===== config.mk =====
export PLATFORM = sky130hd
export DESIGN_NAME = hazard_ctrl
export DESIGN_NICKNAME = d
export VERILOG_FILES = /design/src/rtl/mips_defs.sv /design/src/rtl/hazard_decode.sv /design/src/rtl/hazard_ctrl.sv
export SDC_FILE = /design/constraint.sdc
export NUM_CORES = 1
export LEC_CHECK = 0
export CAP_MARGIN = 20
export CORE_MARGIN = 2
export CORE_UTILIZATION = 39
export CTS_BUF_LIST = sky130_fd_sc_hd__clkbuf_8
export CTS_CLUSTER_DIAMETER = 30
export DETAILED_ROUTE_END_ITERATION = 8
export GPL_TIMING_DRIVEN = 1
export PLACE_DENSITY_LB_ADDON = 0.12
export SLEW_MARGIN = 20
export SYNTH_ARGS = -nofsm -noshare
export SYNTH_HDL_FRONTEND = slang
export SYNTH_HIERARCHICAL = 1
export SYNTH_SLANG_ARGS = --single-unit

===== constraint.sdc =====
create_clock -name clk -period 2.5 [get_ports clk]
set_clock_uncertainty 0.2 [all_clocks]
set_input_delay 0.5 -clock clk [delete_from_list [all_inputs] [get_ports clk]]
set_output_delay 0.5 -clock clk [all_outputs]
set_load 0.1 [all_outputs]

===== src/rtl/mips_defs.sv =====
// Shared MIPS decode definitions: opcode/funct constants, instruction field
// positions and the state encoding of the mult/div busy tracker.
package mips_defs;

  localparam int OP_MSB = 31;
  localparam int OP_LSB = 26;
  localparam int RS_MSB = 25;
  localparam int RS_LSB = 21;
  localparam int RT_MSB = 20;
  localparam int RT_LSB = 16;
  localparam int FN_MSB = 5;
  localparam int FN_LSB = 0;

  localparam logic [5:0] OP_SPECIAL = 6'h00;
  localparam logic [5:0] OP_J       = 6'h02;
  localparam logic [5:0] OP_JAL     = 6'h03;
  localparam logic [5:0] OP_BEQ     = 6'h04;
  localparam logic [5:0] OP_BNE     = 6'h05;
  localparam logic [5:0] OP_LUI     = 6'h0F;
  localparam logic [5:0] OP_SB      = 6'h28;
  localparam logic [5:0] OP_SH      = 6'h29;
  localparam logic [5:0] OP_SW      = 6'h2B;

  localparam logic [5:0] FN_MFHI  = 6'h10;
  localparam logic [5:0] FN_MTHI  = 6'h11;
  localparam logic [5:0] FN_MFLO  = 6'h12;
  localparam logic [5:0] FN_MTLO  = 6'h13;
  localparam logic [5:0] FN_MULT  = 6'h18;
  localparam logic [5:0] FN_MULTU = 6'h19;
  localparam logic [5:0] FN_DIV   = 6'h1A;
  localparam logic [5:0] FN_DIVU  = 6'h1B;

  typedef enum logic [0:0] {
    MD_IDLE = 1'b0,
    MD_BUSY = 1'b1
  } md_state_e;

endpackage


===== src/rtl/hazard_decode.sv =====
// Combinational ID-stage operand-usage decode. Reports which source
// registers an instruction reads and whether it touches HI/LO or starts
// a mult/div. Shared with the forwarding-select logic.
module hazard_decode
  import mips_defs::*;
(
  input  logic [31:0] instr_i,
  output logic        uses_rs_o,
  output logic        uses_rt_o,
  output logic        is_hilo_o,
  output logic        is_md_o,
  output logic [4:0]  rs_o,
  output logic [4:0]  rt_o
);

  logic [5:0] op;
  logic [5:0] funct;
  logic       unused_instr_bits;

  assign op    = instr_i[OP_MSB:OP_LSB];
  assign funct = instr_i[FN_MSB:FN_LSB];
  assign rs_o  = instr_i[RS_MSB:RS_LSB];
  assign rt_o  = instr_i[RT_MSB:RT_LSB];

  // rd/shamt/immediate bits play no part in hazard decisions
  assign unused_instr_bits = ^instr_i[15:6];

  // Classify the ID instruction by opcode and funct
  always_comb begin
    uses_rs_o = 1'b1;
    uses_rt_o = 1'b0;
    is_hilo_o = 1'b0;
    is_md_o   = 1'b0;
    case (op)
      OP_J, OP_JAL, OP_LUI: uses_rs_o = 1'b0;
      default:              uses_rs_o = 1'b1;
    endcase
    case (op)
      OP_SPECIAL, OP_BEQ, OP_BNE, OP_SB, OP_SH, OP_SW: uses_rt_o = 1'b1;
      default:                                         uses_rt_o = 1'b0;
    endcase
    if (op == OP_SPECIAL) begin
      case (funct)
        FN_MFHI, FN_MTHI, FN_MFLO, FN_MTLO:   is_hilo_o = 1'b1;
        FN_MULT, FN_MULTU, FN_DIV, FN_DIVU:   is_md_o   = 1'b1;
        default: ;
      endcase
    end
  end

endmodule


===== src/rtl/hazard_ctrl.sv =====
// Stall/bubble controller beside the ID stage. Catches load-use hazards
// that forwarding cannot cover, holds HI/LO readers and new mult/div ops
// while the multi-cycle unit is busy, and applies the data-memory freeze.
// Optional feature: define HAZARD_PERF_EN to add the 32-bit stall_cycles
// counter and port.
module hazard_ctrl
  import mips_defs::*;
#(
  parameter int MULDIV_CYCLES = 32,
  parameter int CNT_W         = 6
) (
  input  logic        clk,
  input  logic        rst,
  input  logic [31:0] id_instr,
  input  logic        ex_regwr,
  input  logic        ex_memrd,
  input  logic [4:0]  ex_regdst_addr,
  input  logic        mem_wait,
  output logic        pc_stall,
  output logic        ifid_stall,
  output logic        idex_bubble,
  output logic        pipe_freeze,
  output logic        muldiv_busy
`ifdef HAZARD_PERF_EN
  ,
  output logic [31:0] stall_cycles
`endif
);

  localparam logic [CNT_W-1:0] CNT_LOAD = CNT_W'(MULDIV_CYCLES);
  localparam logic [CNT_W-1:0] CNT_ONE  = CNT_W'(1);

  logic       uses_rs;
  logic       uses_rt;
  logic       is_hilo;
  logic       is_md;
  logic [4:0] rs;
  logic [4:0] rt;

  logic       load_use;
  logic       md_hold;
  logic       hz;
  logic       issue;

  md_state_e        state_q, state_d;
  logic [CNT_W-1:0] cnt_q, cnt_d;

  hazard_decode u_decode (
    .instr_i   (id_instr),
    .uses_rs_o (uses_rs),
    .uses_rt_o (uses_rt),
    .is_hilo_o (is_hilo),
    .is_md_o   (is_md),
    .rs_o      (rs),
    .rt_o      (rt)
  );

  // A load in EX has no data yet; a single bubble lets it reach MEM where
  // forwarding takes over. Register $0 is hardwired and never hazards.
  assign load_use = ex_regwr & ex_memrd & (ex_regdst_addr != 5'd0) &
                    ((uses_rs & (rs == ex_regdst_addr)) |
                     (uses_rt & (rt == ex_regdst_addr)));

  assign muldiv_busy = (state_q == MD_BUSY);
  assign md_hold     = muldiv_busy & (is_hilo | is_md);
  assign hz          = load_use | md_hold;
  assign issue       = is_md & ~hz & ~mem_wait;

  // Pipeline control; the memory freeze dominates any hazard bubble
  always_comb begin
    pc_stall    = 1'b0;
    ifid_stall  = 1'b0;
    idex_bubble = 1'b0;
    pipe_freeze = 1'b0;
    if (mem_wait) begin
      pc_stall    = 1'b1;
      ifid_stall  = 1'b1;
      pipe_freeze = 1'b1;
    end else if (hz) begin
      pc_stall    = 1'b1;
      ifid_stall  = 1'b1;
      idex_bubble = 1'b1;
    end
  end

  // Busy tracker next state; the unit keeps counting through memory freezes
  always_comb begin
    state_d = state_q;
    cnt_d   = cnt_q;
    case (state_q)
      MD_IDLE: begin
        if (issue) begin
          state_d = MD_BUSY;
          cnt_d   = CNT_LOAD;
        end
      end
      MD_BUSY: begin
        if (cnt_q <= CNT_ONE) begin
          state_d = MD_IDLE;
          cnt_d   = '0;
        end else begin
          cnt_d = cnt_q - CNT_ONE;
        end
      end
      default: begin
        state_d = MD_IDLE;
        cnt_d   = '0;
      end
    endcase
  end

  // Busy tracker state; reset abandons any operation in flight
  always_ff @(posedge clk) begin
    if (rst) begin
      state_q <= MD_IDLE;
      cnt_q   <= '0;
    end else begin
      state_q <= state_d;
      cnt_q   <= cnt_d;
    end
  end

`ifdef HAZARD_PERF_EN
  logic [31:0] stall_q, stall_d;

  assign stall_d      = pc_stall ? (stall_q + 32'd1) : stall_q;
  assign stall_cycles = stall_q;

  // Count every cycle the PC is held; wraps naturally at 2^32
  always_ff @(posedge clk) begin
    if (rst) begin
      stall_q <= '0;
    end else begin
      stall_q <= stall_d;
    end
  end
`endif

endmodule

; Yosys cells after proc, flatten, opt, wreduce, memory -nomap -nowiden
; Index checks and enable logic that the tools add are counted.
[totals]
reg_bits = 7
input_bits = 42
output_inout_bits = 5
elab_cells = 59
[classes]
n_addsub = 1
n_lt_le_gt_ge = 1
eq_ne = 19
mux = 16
bitwise_logic = 14
reduce_logical = 6
[op_table]
columns = operator, n
row1 = 6-bit by 5-bit == test with 1-bit output (second input constant), 8
row2 = 6-bit == test (second input constant), 3
row3 = 6-bit by 2-bit == test with 1-bit output (second input constant), 2
row4 = 6-bit by 3-bit == test with 1-bit output (second input constant), 2
row5 = 1-bit two-way mux, 12
row6 = 6-bit two-way mux, 2
row7 = 6-bit case mux with 2 select lines, 1
row8 = 5-bit == test, 2
row9 = 1-bit AND, 8
row10 = 4-bit OR reduction, 2
row11 = 6-bit by 4-bit == test with 1-bit output (second input constant), 1
row12 = 6-bit by 1-bit less-or-equal comparator with 1-bit output (second input constant), 1
row13 = 6-bit logical NOT, 1
row14 = 6-bit OR reduction, 1
row15 = 6-bit by 1-bit subtractor with 6-bit output (second input constant), 1
row16 = 5-bit nonzero test, 1
row17 = 1-bit NOT, 3
row18 = 1-bit OR, 3
row19 = 3-bit OR reduction, 1
row20 = 2-bit != test (second input constant), 1
row21 = 1-bit case mux with 2 select lines, 1

; Logic depth before layout (Yosys ltp)
; Gate-level depths: netlist of the first run.
[logic_depth]
depth_word = 12
depth_mapped = 7
ltp_nobuf = 7

; Hierarchy
; The synthesis of the first run kept the hierarchy.
[modules_own_cells]
columns = module, n_inst, cells_per_inst, area_each_um2, seq_area_each_um2
row1 = hazard_ctrl, 1, 79, 628.1, 140.1
row2 = hazard_decode, 1, 24, 167.7, 0.0

; Worst setup path after synthesis of the first run
; OpenSTA, ideal clock, no wires.
[synth_timing]
path_kind = input port to output port
start = input port id_instr[27]
end = output port idex_bubble
arrival_ps = 3032
required_time_ps = 1800
slack_ps = -1232
cell_stages = 6
n_path_buf = 0
path_cell_list = or4_4 o32ai_1 nand2_1 o22ai_2 nand2_1 a21oi_1
[synth_via]
elab_chain_cells = 9
word_cells_on_any_way = 24
classes_between = eq/ne (8) / mux (6) / bitwise (7) / reduce/logical (3)
[synth_rtl]
columns = item, line_no
row1 = start: declaration, hazard_ctrl.sv:14  ; input logic [31:0] id_instr,
row2 = 6-bit by 3-bit == test with 1-bit output (tied with other cells), hazard_decode.sv:38  ; case (op)
row3 = 6-bit OR reduction *, hazard_decode.sv:38
row4 = 1-bit two-way mux *, hazard_decode.sv:38
row5 = named net uses_rt, hazard_ctrl.sv:34  ; logic uses_rt;
row6 = 1-bit AND *, hazard_ctrl.sv:62  ; (uses_rt & (rt == ex_regdst_addr)));
row7 = 1-bit OR *, hazard_ctrl.sv:61  ; ((uses_rs & (rs == ex_regdst_addr)) |
row8 = 1-bit AND *, hazard_ctrl.sv:60  ; assign load_use = ex_regwr & ex_memrd & (ex_regdst_addr != 5'd0) &
row9 = 1-bit OR *, hazard_ctrl.sv:66  ; assign hz = load_use | md_hold;
row10 = 1-bit two-way mux *, hazard_ctrl.sv:79  ; end else if (hz) begin
row11 = 1-bit two-way mux *, hazard_ctrl.sv:75  ; if (mem_wait) begin
row12 = end: declaration, hazard_ctrl.sv:21  ; output logic idex_bubble,
; The timed path passes the listed nets; every way through them passes the cells marked *.

; Worst setup path in the final report of the first run
[layout_timing]
start = input port id_instr[29]
end = output port pc_stall
[layout_via]
elab_chain_cells = 9
word_cells_on_any_way = 24
classes_between = eq/ne (8) / mux (6) / bitwise (7) / reduce/logical (3)
[layout_rtl]
columns = item, line_no
row1 = 6-bit by 3-bit == test with 1-bit output (tied with other cells), hazard_decode.sv:38
row2 = 6-bit OR reduction *, hazard_decode.sv:38
row3 = 1-bit two-way mux *, hazard_decode.sv:38
row4 = named net uses_rt, hazard_ctrl.sv:34
row5 = 1-bit AND *, hazard_ctrl.sv:62
row6 = 1-bit OR *, hazard_ctrl.sv:61
row7 = 1-bit AND *, hazard_ctrl.sv:60
row8 = 1-bit OR *, hazard_ctrl.sv:66
row9 = 1-bit two-way mux *, hazard_ctrl.sv:79
row10 = 1-bit two-way mux *, hazard_ctrl.sv:75
row11 = end: declaration, hazard_ctrl.sv:19  ; output logic pc_stall,
; Marks and branches as above.

==> run metrics, run 1 <==
Clock Power Share approximately 37%; VDD IR max 440.4 uV; Max Clk Rate 365.6 MHz; Total Wirelength 2208 um; Final Util about 70%; post-synthesis cell type with the largest combined area dfxtp_1; critical path, cell by cell buf_6 -> or4_4 -> o32ai_2 -> nand2_1 -> o22ai_4 -> nand2_4 -> nand3b_1 -> buf_12; CP Max Fanout 3; H-tree Lvls 1; Crit path arrival time about 2.0 ns; CTS tree done; DR vias/cell about 5.2; Post-synth ARST share 0%; crit path from id_instr[29]; Final setup violation count 3; synthesized area per cell between 7 and 8 um2; EDFF count, synth 0; Final Cycle Share 109.4%; register area share after synthesis between 10% and 20%; Core Area between 0.0015 and 0.002 mm2; clock transition at the registers of the reported paths ~0.04 ns; PwrDens 298.9 mW/mm2; number of DRC markers in iteration 0 20; Root Buffer clkbuf_8; reg2reg path depth 6; combinational power share 35.2%; Unique masters post-synth 37; chip width ~50 um; DRC 0; Final #Nets roughly 190; WL per Instance ~13 um; Routed Antenna Nets 0; list of most frequent post-synthesis cells buf_4 (12), nor2_1 (12), xnor2_1 (10); Leak between 0.5 and 0.6 nW; Seq cells post-synth 7; Power, Total 0.4087 mW; clk sinks 7; vias in the first global route roughly 830; # port buffers 34; crit path kind in -> out; hold buffers post-CTS 0; Slew @ Worst Pin between 0.2 and 0.3 ns; initial core utilization ~40%; GPL Wtd Cong approximately 0.84; r2r setup slk 0.55 ns; antenna cells 0; HPWL after DPL roughly 1700 um; initial antenna violation count 0; Total GRT Usage between 10% and 20%; Hold Crit Class reg -> reg; P_int ~0.30 mW; fraction of layout cells with a size suffix above 1 31.08%; mapped cell area roughly 800 um2; Placement Cell Area roughly 0.0013 mm2; RSZ-0062 raised after global routing true; first-pass GRT wire length approximately 3500 um; net count after synthesis between 100 and 150; Min Hold Slack ~0.36 ns; DIE HEIGHT 49.17 um; Gate Count Post-Synth 103; DR vias 905; critical path launch point type input pin; yosys warns 6; Critical Path RT roughly 1.8 ns; # IOs 47; largest net degree at the start of global routing 18; Top FF cell, synth dfxtp_1; Worst-Skew Late Latency approximately 0.23 ns; CTS Buffer Depth 2; die area ~0.0024 mm2; failing checks setup timing; P_sw 0.1106 mW; Num CTS Buffers 3; post-route minimum period 2.735 ns; R2R Path End cnt_q[3]$_SDFFE_PP0P_; post-route insts no fill 175; synth top area cells dfxtp_1 (18%), buf_4 (11%), xnor2_1 (11%); max cap viols 0; hold path cells 2; CP Capture Type output pin; setup ws final -0.2354 ns; GRT overflow 0; sequential power share around 28%; relative slew slack 80.42%; switching share of total power about 27%; DP Cell Count around 170; outcome complete, but fails checks; DR pass1 iterations 4; Hold Crit Start cnt_q[1]$_SDFFE_PP0P_; reg2reg start cnt_q[0]$_SDFFE_PP0P_; FP Rows 16; Syn-to-layout area delta 71.86%; Pins Over Slew Limit 0; design area between 0.001 and 0.0015 mm2; Worst Hold End cnt_q[1]$_SDFFE_PP0P_; Yosys top cell area share ~18%; Worst path max stage delay roughly 0.54 ns; Hold Vio Cnt, Final 0; critical path's slowest cell or4_4
[final cells by class]
class | instances | area, um2
clock buffer | 3 | 41.29
tap | 27 | 33.78
timing repair buffer | 54 | 515.5
fill | 168 | 574.3
sequential | 7 | 141.4
multi-input combinational | 79 | 616.8
clock inverter | 1 | 3.754
inverter | 4 | 15.01
[critical path: cells and delay by family]
kind                   cells  cell delay, ns
AO/OA/AOI/OAI              2            0.28
buffers and inverters      2            0.30
AND/OR/NAND/NOR            4            0.95
[sequential cells by signal, summed over array words and instances (netlist names)]
name / flops
muldiv_busy: 1
cnt_q: 6
[repair_timing]
action / CTS / global route
buffers inserted: 4 / 0
endpoints found under the hold margin: 0 / 0
endpoints found under the setup margin: 4 / 4
pin swaps: 13 / 9
gates resized for setup: 32 / 2
[layer usage]
layer  routed length (um)  part of all wire (%)  GRT usage [%]  vias to the layer above
li1                     -                     -              -                      455
met1                  880                    40          21.44                      404
met2                 1133                    51          33.33                       42
met3                  161                   7.3          6.748                        4
met4                   34                   1.5              0                        0
met5                    0                     0              0                        -
[stage by stage]
stage | setup TNS, ns | worst slack [ns]
floorplan | -1.946 | -0.7985
global placement | -2.720 | -0.5385
detailed placement | -3.103 | -0.5814
CTS | -0.7362 | -0.2607
global route | -0.8841 | -0.3039
finish | -0.6536 | -0.2354
[power groups by stage]
stage	sequential [mW]	combinational, mW	clock, mW
after floorplan	0.114	0.0729	0
after global placement	0.114	0.139	0
after detailed placement	0.114	0.142	0
after CTS	0.112	0.143	0.156
after global routing	0.112	0.152	0.164
final	0.112	0.144	0.153
[placed cells by master (no fill, tap or decap), types with 2 or more instances in the layout]
cell,Yosys,routed
a211oi_1,2,2
a21oi_1,8,7
buf_12,0,4
buf_2,0,2
buf_4,12,20
buf_6,0,2
clkbuf_8,0,3
clkdlybuf4s50_1,0,16
dfxtp_1,7,6
dlygate4sd2_1,0,8
ha_1,2,2
inv_1,4,5
nand2_1,6,5
nand2b_1,3,3
nand3b_1,2,2
nand4_1,2,2
nand4b_1,2,2
nor2_1,12,12
nor2b_1,2,2
nor3_1,2,2
nor4_1,4,2
nor4_4,0,2
or4_4,2,2
xnor2_1,10,10
[worst max-delay path by stage]
stage / end / slack [ns]
6_report: pc_stall / -0.24
3_3_place_gp: pc_stall / -0.54
4_1_cts: ifid_stall / -0.26
2_1_floorplan: pc_stall / -0.80
3_5_place_dp: ifid_stall / -0.58
5_1_grt: pc_stall / -0.30
[cell families after synthesis]
| kind of cell | share of synthesized area, % |
|---|---|
| adders and majority gates | 3.144 |
| muxes | 1.258 |
| AOI/OAI and AO/OA | 20.13 |
| xor gates and xnor gates | 11.01 |
| DFF | 17.61 |
| buffers and inverters | 13.68 |
| and+or+nand+nor | 33.18 |
Note: power is estimated with default switching activity, not from simulation.
==> run 2: changes to the inputs <==
--- a/config.mk
+++ b/config.mk
@@ -7,11 +7,10 @@
 export LEC_CHECK = 0
 export CAP_MARGIN = 20
 export CORE_MARGIN = 2
-export CORE_UTILIZATION = 39
+export CORE_UTILIZATION = 41
 export CTS_BUF_LIST = sky130_fd_sc_hd__clkbuf_8
 export CTS_CLUSTER_DIAMETER = 30
 export DETAILED_ROUTE_END_ITERATION = 8
-export GPL_TIMING_DRIVEN = 1
 export PLACE_DENSITY_LB_ADDON = 0.12
 export SLEW_MARGIN = 20
 export SYNTH_ARGS = -nofsm -noshare
==> constraint.sdc (replaced) <==
create_clock -name clk -period 3.3 [get_ports clk]
set_clock_uncertainty 0.2 [all_clocks]
set_input_delay 0.66 -clock clk [delete_from_list [all_inputs] [get_ports clk]]
set_output_delay 0.66 -clock clk [all_outputs]
set_load 0.1 [all_outputs]
==> run metrics, run 2 (same netlist as run 1, synthesis figures left out) <==
outcome finished clean; Final Cycle Share a little over nine tenths; Hold Crit Start cnt_q[5]$_SDFFE_PP0P_; first-pass GRT wire length 3042 um (-13%); number of DRC markers in iteration 0 17 (-15%); # port buffers 34 (unchanged); largest net degree at the start of global routing 18 (unchanged); Final Util 72.07% (+1.6 points); PwrDens 236.7 mW/mm2 (-21%); reg2reg start cnt_q[0]$_SDFFE_PP0P_; VDD IR max 204.4 uV (-54%); fraction of layout cells with a size suffix above 1 22.86% (-8.2 points); max FFs per register 6 (unchanged); Worst path max stage delay 0.58 ns (+0.04 ns); DR pass1 iterations 4 (unchanged); clk sinks 7 (unchanged); DP Cell Count 159 (-4.8%); RSZ-0062 raised after global routing false; Num CTS Buffers 3 (unchanged); Final #Nets 185 (-4.1%); DIE HEIGHT 48.06 um (-2.3%); die area 0.002309 mm2 (-4.5%); post-route insts no fill 165 (-5.7%); Crit path arrival time 2.36 ns (+0.32 ns); Power, Total 0.3042 mW (-26%); post-route minimum period 3.219 ns; Final setup violation count 0 (-3); Root Buffer clkbuf_8; CTS Buffer Depth 2 (unchanged); Slew @ Worst Pin 0.5380 ns (+0.2442 ns); Hold Crit Class reg -> reg; GRT overflow 0 (unchanged); relative slew slack 64.09% (-16 points); Total Wirelength 1917 um (-13%); crit path from id_instr[27]; CTS tree done; Critical Path RT 2.44 ns (+0.64 ns); FP Rows 15 (-1); antenna cells 0 (unchanged); reg2reg path depth 6 (unchanged); Hold Vio Cnt, Final 0 (unchanged); initial antenna violation count 0 (unchanged); Worst-Skew Late Latency 0.23 ns (about the same); clock transition at the registers of the reported paths 0.04 ns (about the same); Core Area 0.001783 mm2 (-8.2%); DR vias 880 (-2.8%); Syn-to-layout area delta 61.48%; Total GRT Usage 18.71% (+0.44 points); DR vias/cell 5.333 (+3.1%); Crit path max-delay family simple AND/OR/NAND/NOR gates; max cap viols 0 (unchanged); hold buffers post-CTS 0 (unchanged); critical path depth 8 (unchanged); HPWL after DPL 1589 um (-4.7%); most common cell after layout, fill and taps aside clkdlybuf4s50_1; critical path launch point type input pin; WL per Instance 11.62 um (-7.9%); CP Capture Type output pin; Max Clk Rate 310.7 MHz; most frequent cells in the layout clkdlybuf4s50_1 (25), buf_4 (14), nor2_1 (12); Leak 0.4951 nW (-14%); Reg with most FFs cnt_q; H-tree Lvls 1 (unchanged); DRC 0 (unchanged); initial core utilization 44.63% (+3.7 points); Routed Antenna Nets 0 (unchanged); vias in the first global route 761 (-8.5%); crit path kind in -> out; Pins Over Slew Limit 0 (unchanged); Bufs and invs on worst path 2 (unchanged); critical path, cell by cell dlygate4sd2_1 -> or4_4 -> o32ai_2 -> nand2_1 -> o22ai_4 -> nand2_2 -> nand3b_1 -> buf_12; critical path's slowest cell or4_4; CP Max Fanout 3 (unchanged); hold path cells 1 (-1); # IOs 47 (unchanged); chip width 48.06 um (-2.3%); GPL Wtd Cong 0.8823 (+4.9%)
[run 2: changes by cell type in the layout (fill, tap and decap cells not counted), moves of 2 or more]
cell | before | now
buf_2 | 2 | 0
buf_4 | 20 | 14
dlygate4sd2_1 | 8 | 4
clkdlybuf4s50_1 | 16 | 25
buf_6 | 2 | 0
[run 2: worst register-to-register path, stage by stage, from the launching register on]
cell	delay (ns)
dfxtp_1	0.41
inv_1	0.07
ha_1	0.26
nor2_1	0.21
o21ai_1	0.12
a21o_1	0.19
a311oi_1	0.24
[run 2: worst paths after layout]
path / to / slack [ns]
worst max-delay path: ifid_stall / 0.08
worst min register to register: cnt_q[5]$_SDFFE_PP0P_ / 0.36
worst max register to register: cnt_q[3]$_SDFFE_PP0P_ / 1.50
worst min-delay path: cnt_q[5]$_SDFFE_PP0P_ / 0.36
[run 2: what timing repair did]
item	in CTS	in global routing
setup buffers	1	1
pin swaps	6	6
cloned	0	0
resized for setup	6	4
endpoints found under the setup margin	3	3
[run 2: layer usage]
layer  share of wire, %  track usage [%]  vias up
met5                  0                0        -
met4                  0                0        0
met3                8.2            6.792        0
met2                 53            34.40       35
met1                 38            22.00      404
li1                   -                -      441
[run 2: layout make-up]
type,count,area [um2]
Timing Repair Buffer,46,450.4
Fill cell,143,498.0
Clock inverter,1,3.754
Clock buffer,3,41.29
Inverter,4,15.01
Tap cell,25,31.28
Multi-Input combinational cell,79,603.1
Sequential cell,7,140.1
[run 2: power by group]
part,switching (mW),total [mW],internal [mW]
Clock,0.0362,0.117,0.0803
Combinational,0.0451,0.103,0.0574
Sequential,0.0000553,0.0851,0.0851
[run 2: through the flow]
step	setup WS (ns)	setup TNS, ns	cell area (um2)	hold WS [ns]
floorplan	-0.3185	-0.5056	835.8	0.3125
global placement	-0.1262	-0.3356	1201	0.3388
detailed placement	-0.1432	-0.3789	1201	0.3520
CTS	0.01170	0	1257	0.3593
global route	0.006491	0	1285	0.3793
finish	0.08107	0	1285	0.3555
